**src/rtl/hoplite_sw_if.sv**
```systemverilog
// Port bundle of a Hoplite torus switch: West/North links in, East/South
// links out, plus the PE injection handshake and the deflection counter.
interface hoplite_sw_if #(
    parameter int P_W   = 16,
    parameter int CNT_W = 16
);
    logic [P_W-1:0]   w_pkt;
    logic             w_vld;
    logic [P_W-1:0]   n_pkt;
    logic             n_vld;
    logic [P_W-1:0]   pe_pkt;
    logic             pe_vld;
    logic             sw_rdy;
    logic [P_W-1:0]   e_pkt;
    logic             e_vld;
    logic [P_W-1:0]   s_pkt;
    logic             s_vld;
    logic             pe_out_vld;
    logic [CNT_W-1:0] defl_cnt;

    // Master side feeds the router; it is what neighbours and the PE wrapper see.
    modport master (
        output w_pkt, w_vld, n_pkt, n_vld, pe_pkt, pe_vld,
        input  sw_rdy, e_pkt, e_vld, s_pkt, s_vld, pe_out_vld, defl_cnt
    );

    modport slave (
        input  w_pkt, w_vld, n_pkt, n_vld, pe_pkt, pe_vld,
        output sw_rdy, e_pkt, e_vld, s_pkt, s_vld, pe_out_vld, defl_cnt
    );
endinterface

```
**src/rtl/hoplite_sw.sv**
```systemverilog
// Bufferless Hoplite deflection router for a unidirectional 2D torus.
// X-then-Y routing, W > N > PE priority, losers deflected, registered links.
module hoplite_sw #(
    parameter int P_W   = 16,
    parameter int X_AW  = 2,
    parameter int Y_AW  = 2,
    parameter int X_POS = 0,
    parameter int Y_POS = 0,
    parameter int CNT_W = 16
) (
    input  logic          clk,
    input  logic          rst,
    hoplite_sw_if.slave   sw
);

    localparam logic [X_AW-1:0] X_HERE = X_AW'(X_POS);
    localparam logic [Y_AW-1:0] Y_HERE = Y_AW'(Y_POS);

    logic [X_AW-1:0] w_dst_x, n_dst_x, pe_dst_x;
    logic [Y_AW-1:0] w_dst_y, n_dst_y, pe_dst_y;

    assign w_dst_x  = sw.w_pkt[P_W-1 -: X_AW];
    assign n_dst_x  = sw.n_pkt[P_W-1 -: X_AW];
    assign pe_dst_x = sw.pe_pkt[P_W-1 -: X_AW];
    assign w_dst_y  = sw.w_pkt[P_W-X_AW-1 -: Y_AW];
    assign n_dst_y  = sw.n_pkt[P_W-X_AW-1 -: Y_AW];
    assign pe_dst_y = sw.pe_pkt[P_W-X_AW-1 -: Y_AW];

    logic w_want_e, w_want_s;
    logic n_dx, n_defl, n_to_e, n_to_s;
    logic e_claim, s_claim;
    logic pe_dx, pe_to_e, pe_to_s;

    assign w_want_e = sw.w_vld & (w_dst_x != X_HERE);
    assign w_want_s = sw.w_vld & (w_dst_x == X_HERE);

    // North loses to West on whichever port it wants and takes the other one.
    assign n_dx   = (n_dst_x != X_HERE);
    assign n_defl = sw.n_vld & (n_dx ? w_want_e : w_want_s);
    assign n_to_e = sw.n_vld & (n_dx ^ n_defl);
    assign n_to_s = sw.n_vld & ~(n_dx ^ n_defl);

    assign e_claim = w_want_e | n_to_e;
    assign s_claim = w_want_s | n_to_s;

    assign pe_dx     = (pe_dst_x != X_HERE);
    assign sw.sw_rdy = sw.pe_vld & (pe_dx ? ~e_claim : ~s_claim);
    assign pe_to_e   = sw.sw_rdy & pe_dx;
    assign pe_to_s   = sw.sw_rdy & ~pe_dx;

    logic [P_W-1:0] e_nxt_pkt, s_nxt_pkt;
    logic           e_nxt_vld, s_nxt_vld, s_nxt_local;

    // Output muxes; claims are disjoint, so at most one source drives each port.
    always_comb begin
        e_nxt_vld   = e_claim | pe_to_e;
        e_nxt_pkt   = sw.pe_pkt;
        s_nxt_vld   = s_claim | pe_to_s;
        s_nxt_pkt   = sw.pe_pkt;
        s_nxt_local = pe_to_s & (pe_dst_y == Y_HERE);
        if (w_want_e) begin
            e_nxt_pkt = sw.w_pkt;
        end else if (n_to_e) begin
            e_nxt_pkt = sw.n_pkt;
        end
        if (w_want_s) begin
            s_nxt_pkt   = sw.w_pkt;
            s_nxt_local = (w_dst_y == Y_HERE);
        end else if (n_to_s) begin
            s_nxt_pkt   = sw.n_pkt;
            s_nxt_local = ~n_defl & (n_dst_y == Y_HERE);
        end
    end

    // Link registers; packet fields hold their last value while the link is idle.
    always_ff @(posedge clk or posedge rst) begin
        if (rst) begin
            sw.e_pkt      <= '0;
            sw.e_vld      <= 1'b0;
            sw.s_pkt      <= '0;
            sw.s_vld      <= 1'b0;
            sw.pe_out_vld <= 1'b0;
        end else begin
            sw.e_vld      <= e_nxt_vld;
            sw.s_vld      <= s_nxt_vld & ~s_nxt_local;
            sw.pe_out_vld <= s_nxt_vld & s_nxt_local;
            if (e_nxt_vld) begin
                sw.e_pkt <= e_nxt_pkt;
            end
            if (s_nxt_vld) begin
                sw.s_pkt <= s_nxt_pkt;
            end
        end
    end

    // Only North can be deflected, so one increment per cycle at most.
    always_ff @(posedge clk or posedge rst) begin
        if (rst) begin
            sw.defl_cnt <= '0;
        end else if (n_defl && (sw.defl_cnt != {CNT_W{1'b1}})) begin
            sw.defl_cnt <= sw.defl_cnt + CNT_W'(1);
        end
    end

endmodule

```
**src/flat_wrapper.sv**
```systemverilog
// flat-port wrapper written by rule: the top's interface ports become plain ports
module hoplite_sw_flat 
#(
    parameter int P_W   = 16,
    parameter int X_AW  = 2,
    parameter int Y_AW  = 2,
    parameter int X_POS = 0,
    parameter int Y_POS = 0,
    parameter int CNT_W = 16
)
  (clk, rst, sw_w_pkt, sw_w_vld, sw_n_pkt, sw_n_vld, sw_pe_pkt, sw_pe_vld, sw_sw_rdy, sw_e_pkt, sw_e_vld, sw_s_pkt, sw_s_vld, sw_pe_out_vld, sw_defl_cnt);
  hoplite_sw_if #(.P_W(P_W), .CNT_W(CNT_W)) sw_i ();
  input  logic clk;
  input  logic rst;
  input wire logic [$bits(sw_i.w_pkt)-1:0] sw_w_pkt;
  input wire logic [$bits(sw_i.w_vld)-1:0] sw_w_vld;
  input wire logic [$bits(sw_i.n_pkt)-1:0] sw_n_pkt;
  input wire logic [$bits(sw_i.n_vld)-1:0] sw_n_vld;
  input wire logic [$bits(sw_i.pe_pkt)-1:0] sw_pe_pkt;
  input wire logic [$bits(sw_i.pe_vld)-1:0] sw_pe_vld;
  output wire logic [$bits(sw_i.sw_rdy)-1:0] sw_sw_rdy;
  output wire logic [$bits(sw_i.e_pkt)-1:0] sw_e_pkt;
  output wire logic [$bits(sw_i.e_vld)-1:0] sw_e_vld;
  output wire logic [$bits(sw_i.s_pkt)-1:0] sw_s_pkt;
  output wire logic [$bits(sw_i.s_vld)-1:0] sw_s_vld;
  output wire logic [$bits(sw_i.pe_out_vld)-1:0] sw_pe_out_vld;
  output wire logic [$bits(sw_i.defl_cnt)-1:0] sw_defl_cnt;
  assign sw_i.w_pkt = sw_w_pkt;
  assign sw_i.w_vld = sw_w_vld;
  assign sw_i.n_pkt = sw_n_pkt;
  assign sw_i.n_vld = sw_n_vld;
  assign sw_i.pe_pkt = sw_pe_pkt;
  assign sw_i.pe_vld = sw_pe_vld;
  assign sw_sw_rdy = sw_i.sw_rdy;
  assign sw_e_pkt = sw_i.e_pkt;
  assign sw_e_vld = sw_i.e_vld;
  assign sw_s_pkt = sw_i.s_pkt;
  assign sw_s_vld = sw_i.s_vld;
  assign sw_pe_out_vld = sw_i.pe_out_vld;
  assign sw_defl_cnt = sw_i.defl_cnt;
  hoplite_sw #(.P_W(P_W), .X_AW(X_AW), .Y_AW(Y_AW), .X_POS(X_POS), .Y_POS(Y_POS), .CNT_W(CNT_W)) u_core (.clk(clk), .rst(rst), .sw(sw_i));
endmodule
```
**config.mk**
```make
export PLATFORM = sky130hd
export DESIGN_NAME = hoplite_sw_flat
export DESIGN_NICKNAME = d
export VERILOG_FILES = /design/src/rtl/hoplite_sw_if.sv /design/src/rtl/hoplite_sw.sv /design/src/flat_wrapper.sv
export SDC_FILE = /design/constraint.sdc
export NUM_CORES = 1
export LEC_CHECK = 0
export ABC_AREA = 1
export CORE_AREA = 4 4 86 88
export CTS_CLUSTER_DIAMETER = 40
export DETAILED_ROUTE_END_ITERATION = 10
export DIE_AREA = 0 0 90 92
export PLACE_DENSITY_LB_ADDON = 0.08
export SLEW_MARGIN = 20
export SYNTH_ARGS = -nofsm -noshare
export SYNTH_HDL_FRONTEND = slang
export SYNTH_SLANG_ARGS = --single-unit
export TNS_END_PERCENT = 10
```
**constraint.sdc**
```tcl
create_clock -name clk -period 1.8 [get_ports clk]
set_clock_uncertainty 0.1 [all_clocks]
set_input_delay 0.36 -clock clk [delete_from_list [all_inputs] [get_ports clk]]
set_output_delay 0.36 -clock clk [all_outputs]
set_load 0.02 [all_outputs]
```
Word-level counts from Yosys, hierarchy flattened
Index checks and enable logic that the tools add are counted.
{"block": "word_totals", "reg_bits": 51, "input_bits": 53, "out_inout_bits": 52, "wordCells": 47}
{"block": "classes", "addsub": 1, "n_eq_ne": 1, "mux": 8, "bitwise": 23, "n_reduce_logical": 8}
{"op": "2-to-1 mux 16 bit", "count": 4}
{"op": "adder 16 x 1 -> 16 bit, second input constant", "count": 1}
{"op": "inequality test 16 bit, second input constant", "count": 1}
{"op": "AND 1 bit", "count": 12}
{"op": "zero test 2 bit", "count": 4}
{"op": "NOT 1 bit", "count": 6}
{"op": "nonzero test 2 bit", "count": 3}
{"op": "2-to-1 mux 1 bit", "count": 4}
{"op": "bitwise OR 1 bit", "count": 4}
{"op": "logical AND 1 bit", "count": 1}
{"op": "XOR 1 bit", "count": 1}

Longest topological paths before layout
Gate-level depths: netlist of the first run.
{"block": "depth", "ltp_word": 17, "depth_mapped": 10, "depth_no_buf": 10}

Least setup slack after synthesis of the first run
OpenSTA, ideal clock, no wires.
{"block": "synth_path", "kind": "input -> output", "from": "input port sw_n_pkt[15]", "to": "output port sw_sw_rdy", "t_arrival_ns": 1.437, "t_required_ns": 1.340, "setup_slack_ns": -0.097, "cell_stages": 8, "path_buffers": 1, "path_cell_list": "nor2_1 inv_1 nand2_4 nand2_4 nand2_4 buf_2 nand2_1 a21oi_1"}
{"block": "synth_between", "elab_chain_cells": 10, "elab_cells_between_ends": 13, "cone_classes": "mux: 2; bitwise: 10; reduce/logical: 1"}
{"item": "from (decl)", "line": "flat_wrapper.sv:17", "rtl": "input wire logic [$bits(sw_i.n_pkt)-1:0] sw_n_pkt;"}
{"item": "nonzero test 2 bit (*)", "line": "hoplite_sw.sv:38", "rtl": "assign n_dx = (n_dst_x != X_HERE);"}
{"item": "2-to-1 mux 1 bit", "line": "hoplite_sw.sv:39", "rtl": "assign n_defl = sw.n_vld & (n_dx ? w_want_e : w_want_s);"}
{"item": "AND 1 bit", "line": "hoplite_sw.sv:39"}
{"item": "XOR 1 bit (*)", "line": "hoplite_sw.sv:40, hoplite_sw.sv:41"}
{"item": "NOT 1 bit", "line": "hoplite_sw.sv:41", "rtl": "assign n_to_s = sw.n_vld & ~(n_dx ^ n_defl);"}
{"item": "AND 1 bit", "line": "hoplite_sw.sv:41"}
{"item": "bitwise OR 1 bit", "line": "hoplite_sw.sv:44", "rtl": "assign s_claim = w_want_s | n_to_s;"}
{"item": "NOT 1 bit", "line": "hoplite_sw.sv:47", "rtl": "assign sw.sw_rdy = sw.pe_vld & (pe_dx ? ~e_claim : ~s_claim);"}
{"item": "2-to-1 mux 1 bit (*)", "line": "hoplite_sw.sv:47"}
{"item": "AND 1 bit (*)", "line": "hoplite_sw.sv:47"}
{"item": "to (decl)", "line": "flat_wrapper.sv:21", "rtl": "output wire logic [$bits(sw_i.sw_rdy)-1:0] sw_sw_rdy;"}
Mark *: on every way between the ends. The rest lies on a longest branch, timed or not.

Worst setup path in the final report of the first run
{"block": "layout_path", "from": "register u_core.sw.s_pkt[10]", "to": "output port sw_s_pkt[10]"}
{"item": "from (decl)", "line": "hoplite_sw_if.sv:29", "rtl": "output sw_rdy, e_pkt, e_vld, s_pkt, s_vld, pe_out_vld, defl_cnt"}
{"item": "from (signal assigned)", "line": "hoplite_sw.sv:91", "rtl": "sw.s_pkt <= s_nxt_pkt;"}
{"item": "to (decl)", "line": "flat_wrapper.sv:24", "rtl": "output wire logic [$bits(sw_i.s_pkt)-1:0] sw_s_pkt;"}
No word-level cell between the ends.

==> impl_metrics.py, run 1 <==
metrics = {
    "status": {
        "outcome": "complete, no violations",
    },
    "global_route": {
        "via_count_of_the_first_global_routing_pass": 3225,
        "grt_start_max_net_pins": 52,
        "grt.overflow.total": 0,
        "global_route.usage.total": 0.226,
        "grt_first_pass_wirelength_um": 15400,
        "antenna_found_initial": 0,
    },
    "detailed_routing": {
        "dr_wl_met2_um": 4460,
        "detailroute.wirelength.met3_um": 633,
        "drt-pass1-iter-count": 4,
        "route.detailed.wl_per_inst_um": 15.6,
        "remaining_drc_errors": 0,
        "antenna_violating_nets_post_route": 0,
        "drt_first_iter_violations": 150,
        "num_vias": 3205,
        "via_per_inst": 5.27,
        "drt-met1-wl_um": 4220,
        "top_layer_used": "met4",
        "detail_route.wirelength_um": 9470,
    },
    "placement": {
        "port_buffers": 104,
        "dp.cells": 595,
        "globalplace.congestion": 0.927,
        "detailed_place_hpwl_um": 6860,
    },
    "power": {
        "p_leak_nw": 2.17,
        "power.density_cell_area_nw_per_um2": 873,
        "total_power_w": 0.00395,
        "irDropWorstVdd_mv": 0.379,
    },
    "synth": {
        "yosysSeqAreaShare": 0.435,
        "avgSynthCellArea_sq_um": 7.56,
        "syn_inst": 388,
        "postSynthRegisterBits": 51,
        "synth_warnings": 0,
        "synth_area_leaders": "dfrtp_1 (44%), nand2_1 (11%), o21ai_0 (6.8%)",
        "post_synth_instance_area_sq_um": 2930,
        "post-synth-top-area-cell": "dfrtp_1",
        "post-synth-top-area-fraction": 0.435,
        "post_synth_cell_types": 30,
        "synth.net_count": 442,
    },
    "cts": {
        "cts_hold_repair.buffers": 0,
        "cts.path.max_buffers": 2,
        "cts_root_buf": "clkbuf_8",
        "clkSinkCount": 51,
        "cts_tree": "yes",
        "cts.htree.levels": 2,
        "insertion_delay_ns": 0.31,
        "clk_transition_reported_paths_ns": 0.10,
        "tritoncts.num_buffers": 5,
    },
    "floorplan": {
        "dieArea_sq_um": 8280,
        "ioPinCount": 105,
        "floorplan.die.width_um": 90,
        "core_area_sq_um": 6640,
        "initial_core_utilization": 0.441,
        "placement_rows": 30,
        "die_height_um": 92,
    },
    "worst_setup_path": {
        "critPathCaptureType": "output pin",
        "crit_buf_inv": 1,
        "crit_path_max_incr_delay_ns": 0.63,
        "critPathSlowestCell": "clkdlybuf4s50_1",
        "worst_path_dominant_cell_family": "buffers and inverters",
        "path_class": "reg2out",
        "timing.critical_path.from_type": "flop",
        "worst_ep_required_time_ns": 1.34,
        "cp.arrival_ns": 1.30,
        "cells_along_the_critical_path": "clkdlybuf4s50_1",
        "critical_path.max_fanout": 2,
    },
    "job": {
        "max_cap_violations": 0,
    },
    "sta": {
        "max-slew-margin-rel": 0.744,
        "rsz_0062_raised_after_global_routing": "yes",
        "max_slew.worst_pin.slew_ns": 0.381,
        "min_period_ns": 1.76,
        "final-hold-violation-count": 0,
        "post_route_clock_period_utilization": 0.976,
        "setup_violations": 0,
        "achievable-frequency_mhz": 569,
        "slew_viol_final": 0,
    },
    "finish": {
        "layout.cells.most_common": "nand2_1",
        "drive_above_1_share": 0.155,
        "antenna_cells": 0,
        "area.growth.synth_to_final_pct": 54.3,
        "finish.net_count": 581,
        "post_layout_nonfiller_instances": 608,
        "layout.filler_cells": 564,
        "mostFrequentLayoutCells": "nand2_1 (85), clkdlybuf4s50_1 (68), dfrtp_1 (51)",
        "utilization": 0.681,
    },
    "worst_hold_path": {
        "hold_class": "in2reg",
    },
}
[flip-flops by register name, summed over array words and instances (netlist names)]
register              flops
u_core.sw.defl_cnt       16
u_core.sw.e_pkt          16
u_core.sw.s_vld           1
u_core.sw.e_vld           1
u_core.sw.s_pkt          16
u_core.sw.pe_out_vld      1
[power by group]
part           switching, W  total [W]  leakage, nW  internal, W
Sequential         0.000198    0.00157        0.605      0.00137
Combinational      0.000919    0.00168         1.52     0.000766
Clock              0.000410   0.000692       0.0461     0.000281
Total               0.00153    0.00395         2.17      0.00242
[metrics by stage]
step                setup slack [ns]  TNS [ns]  hold slack (ns)  area [sq um]
finish                        0.0426         0            0.268          4520
global route                 -0.0270   -0.0532            0.266          4520
CTS                         -0.00481  -0.00481            0.318          4460
detailed placement            -0.848    -23.02            0.384          4340
global placement              -0.797    -21.53            0.371          4340
floorplan                     0.0225         0            0.411          2940
[per-layer routing]
layer,vias to the layer above,track usage
met5,-,0
met4,0,0.0676
met3,12,0.0443
met2,134,0.367
met1,1492,0.307
li1,1567,-
[what timing repair did]
action                                  in CTS  in global routing
setup buffers                                3                  1
pin swaps                                    5                  7
endpoints found under the setup margin      62                 48
resized for setup                           41                 26
cloned                                       0                  1
[Yosys cell counts (all sizes together)]
master,n
a21oi,28
a31oi,12
buf,13
clkbuf,4
dfrtp,51
ha,1
inv,40
nand2,91
nand3,25
nand3b,2
nand4,5
nor2,29
nor3,8
nor4,1
o21ai,64
xnor2,3
xor2,11
[final timing paths]
kind                       slack [ns]                    end  cells after the start             startpoint
max reg2reg                      0.12  u_core.sw.defl_cnt[0]                      8  u_core.sw.defl_cnt[0]
min                              0.27    u_core.sw.s_pkt[14]                      3           sw_n_pkt[14]
max in group asynchronous        1.06  u_core.sw.defl_cnt[9]                      3                    rst
min reg2reg                      0.40     u_core.sw.e_pkt[2]                      2     u_core.sw.e_pkt[2]
max                              0.04           sw_s_pkt[10]                      1    u_core.sw.s_pkt[10]
min in group asynchronous        0.30        u_core.sw.e_vld                      3                    rst
[final cells by class]
class	instances	area (sq um)	area share
Inverter	40	150	0.0332
Timing Repair Buffer	149	1430	0.315
Clock buffer	5	68.8	0.0152
Clock inverter	3	23.8	0.00526
Sequential cell	51	1280	0.282
Tap cell	80	100	0.0221
Multi-Input combinational cell	280	1480	0.327
[kinds of logic (layout without fill, tap and decap cells)]
logic type / Yosys count / count (layout) / share of synthesized area
compound gates: 104 / 104 / 0.192
xor+xnor: 14 / 14 / 0.0418
buf+inv: 57 / 197 / 0.0802
simple gates: 161 / 161 / 0.247
fa+ha+maj: 1 / 1 / 0.00427
flops: 51 / 51 / 0.435
[worst register-to-register path, cell delays in order (launching register included)]
cell	delay, ns
dfrtp_1	0.40
ha_1	0.23
nand3_1	0.09
inv_1	0.06
nand4_1	0.07
nor2_1	0.08
nor2_4	0.23
buf_4	0.21
xor2_1	0.14
Power figures use the tool's default switching activity.
==> run 2, diff against run 1 <==
--- a/config.mk
+++ b/config.mk
@@ -6,10 +6,12 @@
 export NUM_CORES = 1
 export LEC_CHECK = 0
 export ABC_AREA = 1
+export CAP_MARGIN = 20
 export CORE_AREA = 4 4 86 88
 export CTS_CLUSTER_DIAMETER = 40
 export DETAILED_ROUTE_END_ITERATION = 10
 export DIE_AREA = 0 0 90 92
+export MAX_ROUTING_LAYER = met4
 export PLACE_DENSITY_LB_ADDON = 0.08
 export SLEW_MARGIN = 20
 export SYNTH_ARGS = -nofsm -noshare
==> run 2 against run 1 <==
Effect of this change:
- via count is 0.31% lower
- sequential power about the same
- register-to-register slack improved by 0.02 ns
- worst hold slack lost 0.0052 ns
- clock-buffer cell count unchanged
- routed wire length is essentially flat
- largest power group unchanged
- die area unchanged
- non-clock buffer count stayed put
- largest cell class unchanged
==> impl_metrics.py, run 2 (synthesized netlist as in run 1, its figures left out) <==
metrics = {
    "placement": {
        "dp.cells": 595,
        "placement.cell_area_sq_um": 4340,
        "port_buffers": 104,
        "globalplace.congestion": 0.944,
        "detailed_place_hpwl_um": 6860,
    },
    "sta": {
        "final.hold.worst_slack_ns": 0.263,
        "slew_viol_final": 0,
        "setup_violations": 0,
        "post_route_clock_period_utilization": 0.975,
        "rsz_0062_raised_after_global_routing": "yes",
        "setup_total_negative_slack_ns": 0,
        "achievable-frequency_mhz": 570,
        "final-hold-violation-count": 0,
        "max_slew.worst_pin.slew_ns": 0.379,
        "max-slew-margin-rel": 0.745,
        "min_period_ns": 1.75,
    },
    "finish": {
        "area.growth.synth_to_final_pct": 54.3,
        "layout.cells.most_common": "nand2_1",
        "finish.net_count": 581,
        "layout.filler_cells": 564,
        "mostFrequentLayoutCells": "nand2_1 (85), clkdlybuf4s50_1 (68), dfrtp_1 (51)",
        "reg_top3": "u_core.sw.defl_cnt (16), u_core.sw.e_pkt (16), u_core.sw.s_pkt (16)",
        "drive_above_1_share": 0.155,
        "antenna_cells": 0,
        "fin_area_sq_um": 4520,
        "post_layout_nonfiller_instances": 608,
    },
    "power": {
        "irDropWorstVdd_mv": 0.379,
        "total_power_w": 0.00395,
        "power.density_cell_area_nw_per_um2": 873,
        "p_leak_nw": 2.17,
    },
    "floorplan": {
        "core_area_sq_um": 6640,
        "die_height_um": 92,
        "initial_core_utilization": 0.441,
        "floorplan.die.width_um": 90,
        "dieArea_sq_um": 8280,
        "ioPinCount": 105,
        "placement_rows": 30,
    },
    "detailed_routing": {
        "remaining_drc_errors": 0,
        "drt-pass1-iter-count": 5,
        "detail_route.wirelength_um": 9460,
        "via_per_inst": 5.25,
        "route.detailed.wl_per_inst_um": 15.6,
        "antenna_violating_nets_post_route": 0,
        "drt_first_iter_violations": 164,
        "num_vias": 3195,
    },
    "worst_setup_path": {
        "worst_ep_required_time_ns": 1.34,
        "cells_along_the_critical_path": "clkdlybuf4s50_1",
        "timing.critical_path.from_type": "flop",
        "crit_path_max_incr_delay_ns": 0.63,
        "critical_path.max_fanout": 2,
        "path_class": "reg2out",
        "critPathCaptureType": "output pin",
        "critPathSlowestCell": "clkdlybuf4s50_1",
        "worst_path_dominant_cell_family": "buffers and inverters",
        "cp.arrival_ns": 1.29,
        "crit_buf_inv": 1,
    },
    "cts": {
        "cts.htree.levels": 2,
        "cts.path.max_buffers": 2,
        "tritoncts.num_buffers": 5,
        "cts_tree": "yes",
        "insertion_delay_ns": 0.31,
        "clkSinkCount": 51,
        "cts_root_buf": "clkbuf_8",
        "clk_transition_reported_paths_ns": 0.10,
    },
    "global_route": {
        "antenna_found_initial": 0,
        "grt_start_max_net_pins": 52,
        "grt.overflow.total": 0,
        "via_count_of_the_first_global_routing_pass": 3225,
        "global_route.usage.total": 0.233,
        "grt_first_pass_wirelength_um": 15400,
    },
    "worst_hold_path": {
        "hold_class": "in2reg",
    },
    "status": {
        "outcome": "complete, no violations",
    },
    "job": {
        "max_cap_violations": 0,
    },
}
run 2: final cells by class:
type	count	area, sq um	area share
clock buffer	5	68.8	0.0152
inverter	40	150	0.0332
multi-input combinational	280	1480	0.327
tap	80	100	0.0221
timing repair buffer	149	1430	0.315
sequential	51	1280	0.282
clock inverter	3	23.8	0.00526
run 2: final timing paths:
path / startpoint / endpoint / slack (ns) / depth (start not counted)
hold reg to reg: u_core.sw.e_pkt[2] / u_core.sw.e_pkt[2] / 0.40 / 2
setup / recovery: u_core.sw.s_pkt[10] / sw_s_pkt[10] / 0.05 / 1
min in group asynchronous: rst / u_core.sw.e_vld / 0.30 / 3
setup reg to reg: u_core.sw.defl_cnt[0] / u_core.sw.defl_cnt[0] / 0.14 / 8
max in group asynchronous: rst / u_core.sw.s_pkt[10] / 1.06 / 3
hold / removal: sw_n_pkt[14] / u_core.sw.s_pkt[14] / 0.26 / 3
run 2: report_power, final:
| group | internal (W) | switching [W] |
|---|---|---|
| sequential | 0.00137 | 0.000198 |
| combinational | 0.000766 | 0.000919 |
| clock | 0.000281 | 0.000411 |
run 2: through the flow:
step,utilization,worst slack [ns]
2_1_floorplan,-,0.0225
3_3_place_gp,0.653,-0.797
3_5_place_dp,0.653,-0.848
4_1_cts,0.671,-0.00481
5_1_grt,0.681,-0.0270
6_report,0.681,0.0458
run 2: metal layers:
| layer | vias up | GRT usage | wire, um | share of wire |
|---|---|---|---|---|
| met4 | 0 | 0.0676 | 155 | 0.016 |
| met5 | - | - | 0 | 0 |
| met3 | 12 | 0.0418 | 568 | 0.060 |
| li1 | 1564 | - | - | - |
| met1 | 1492 | 0.309 | 4280 | 0.45 |
| met2 | 127 | 0.367 | 4460 | 0.47 |
run 2: timing repair:
item                                   4_1_cts  5_1_grt
hold buffers                                 0        0
setup endpoints to repair                   62       48
cloned                                       0        1
resized for setup                           41       26
setup buffers                                3        1
endpoints found under the hold margin        0        0
pin swaps                                    5        7
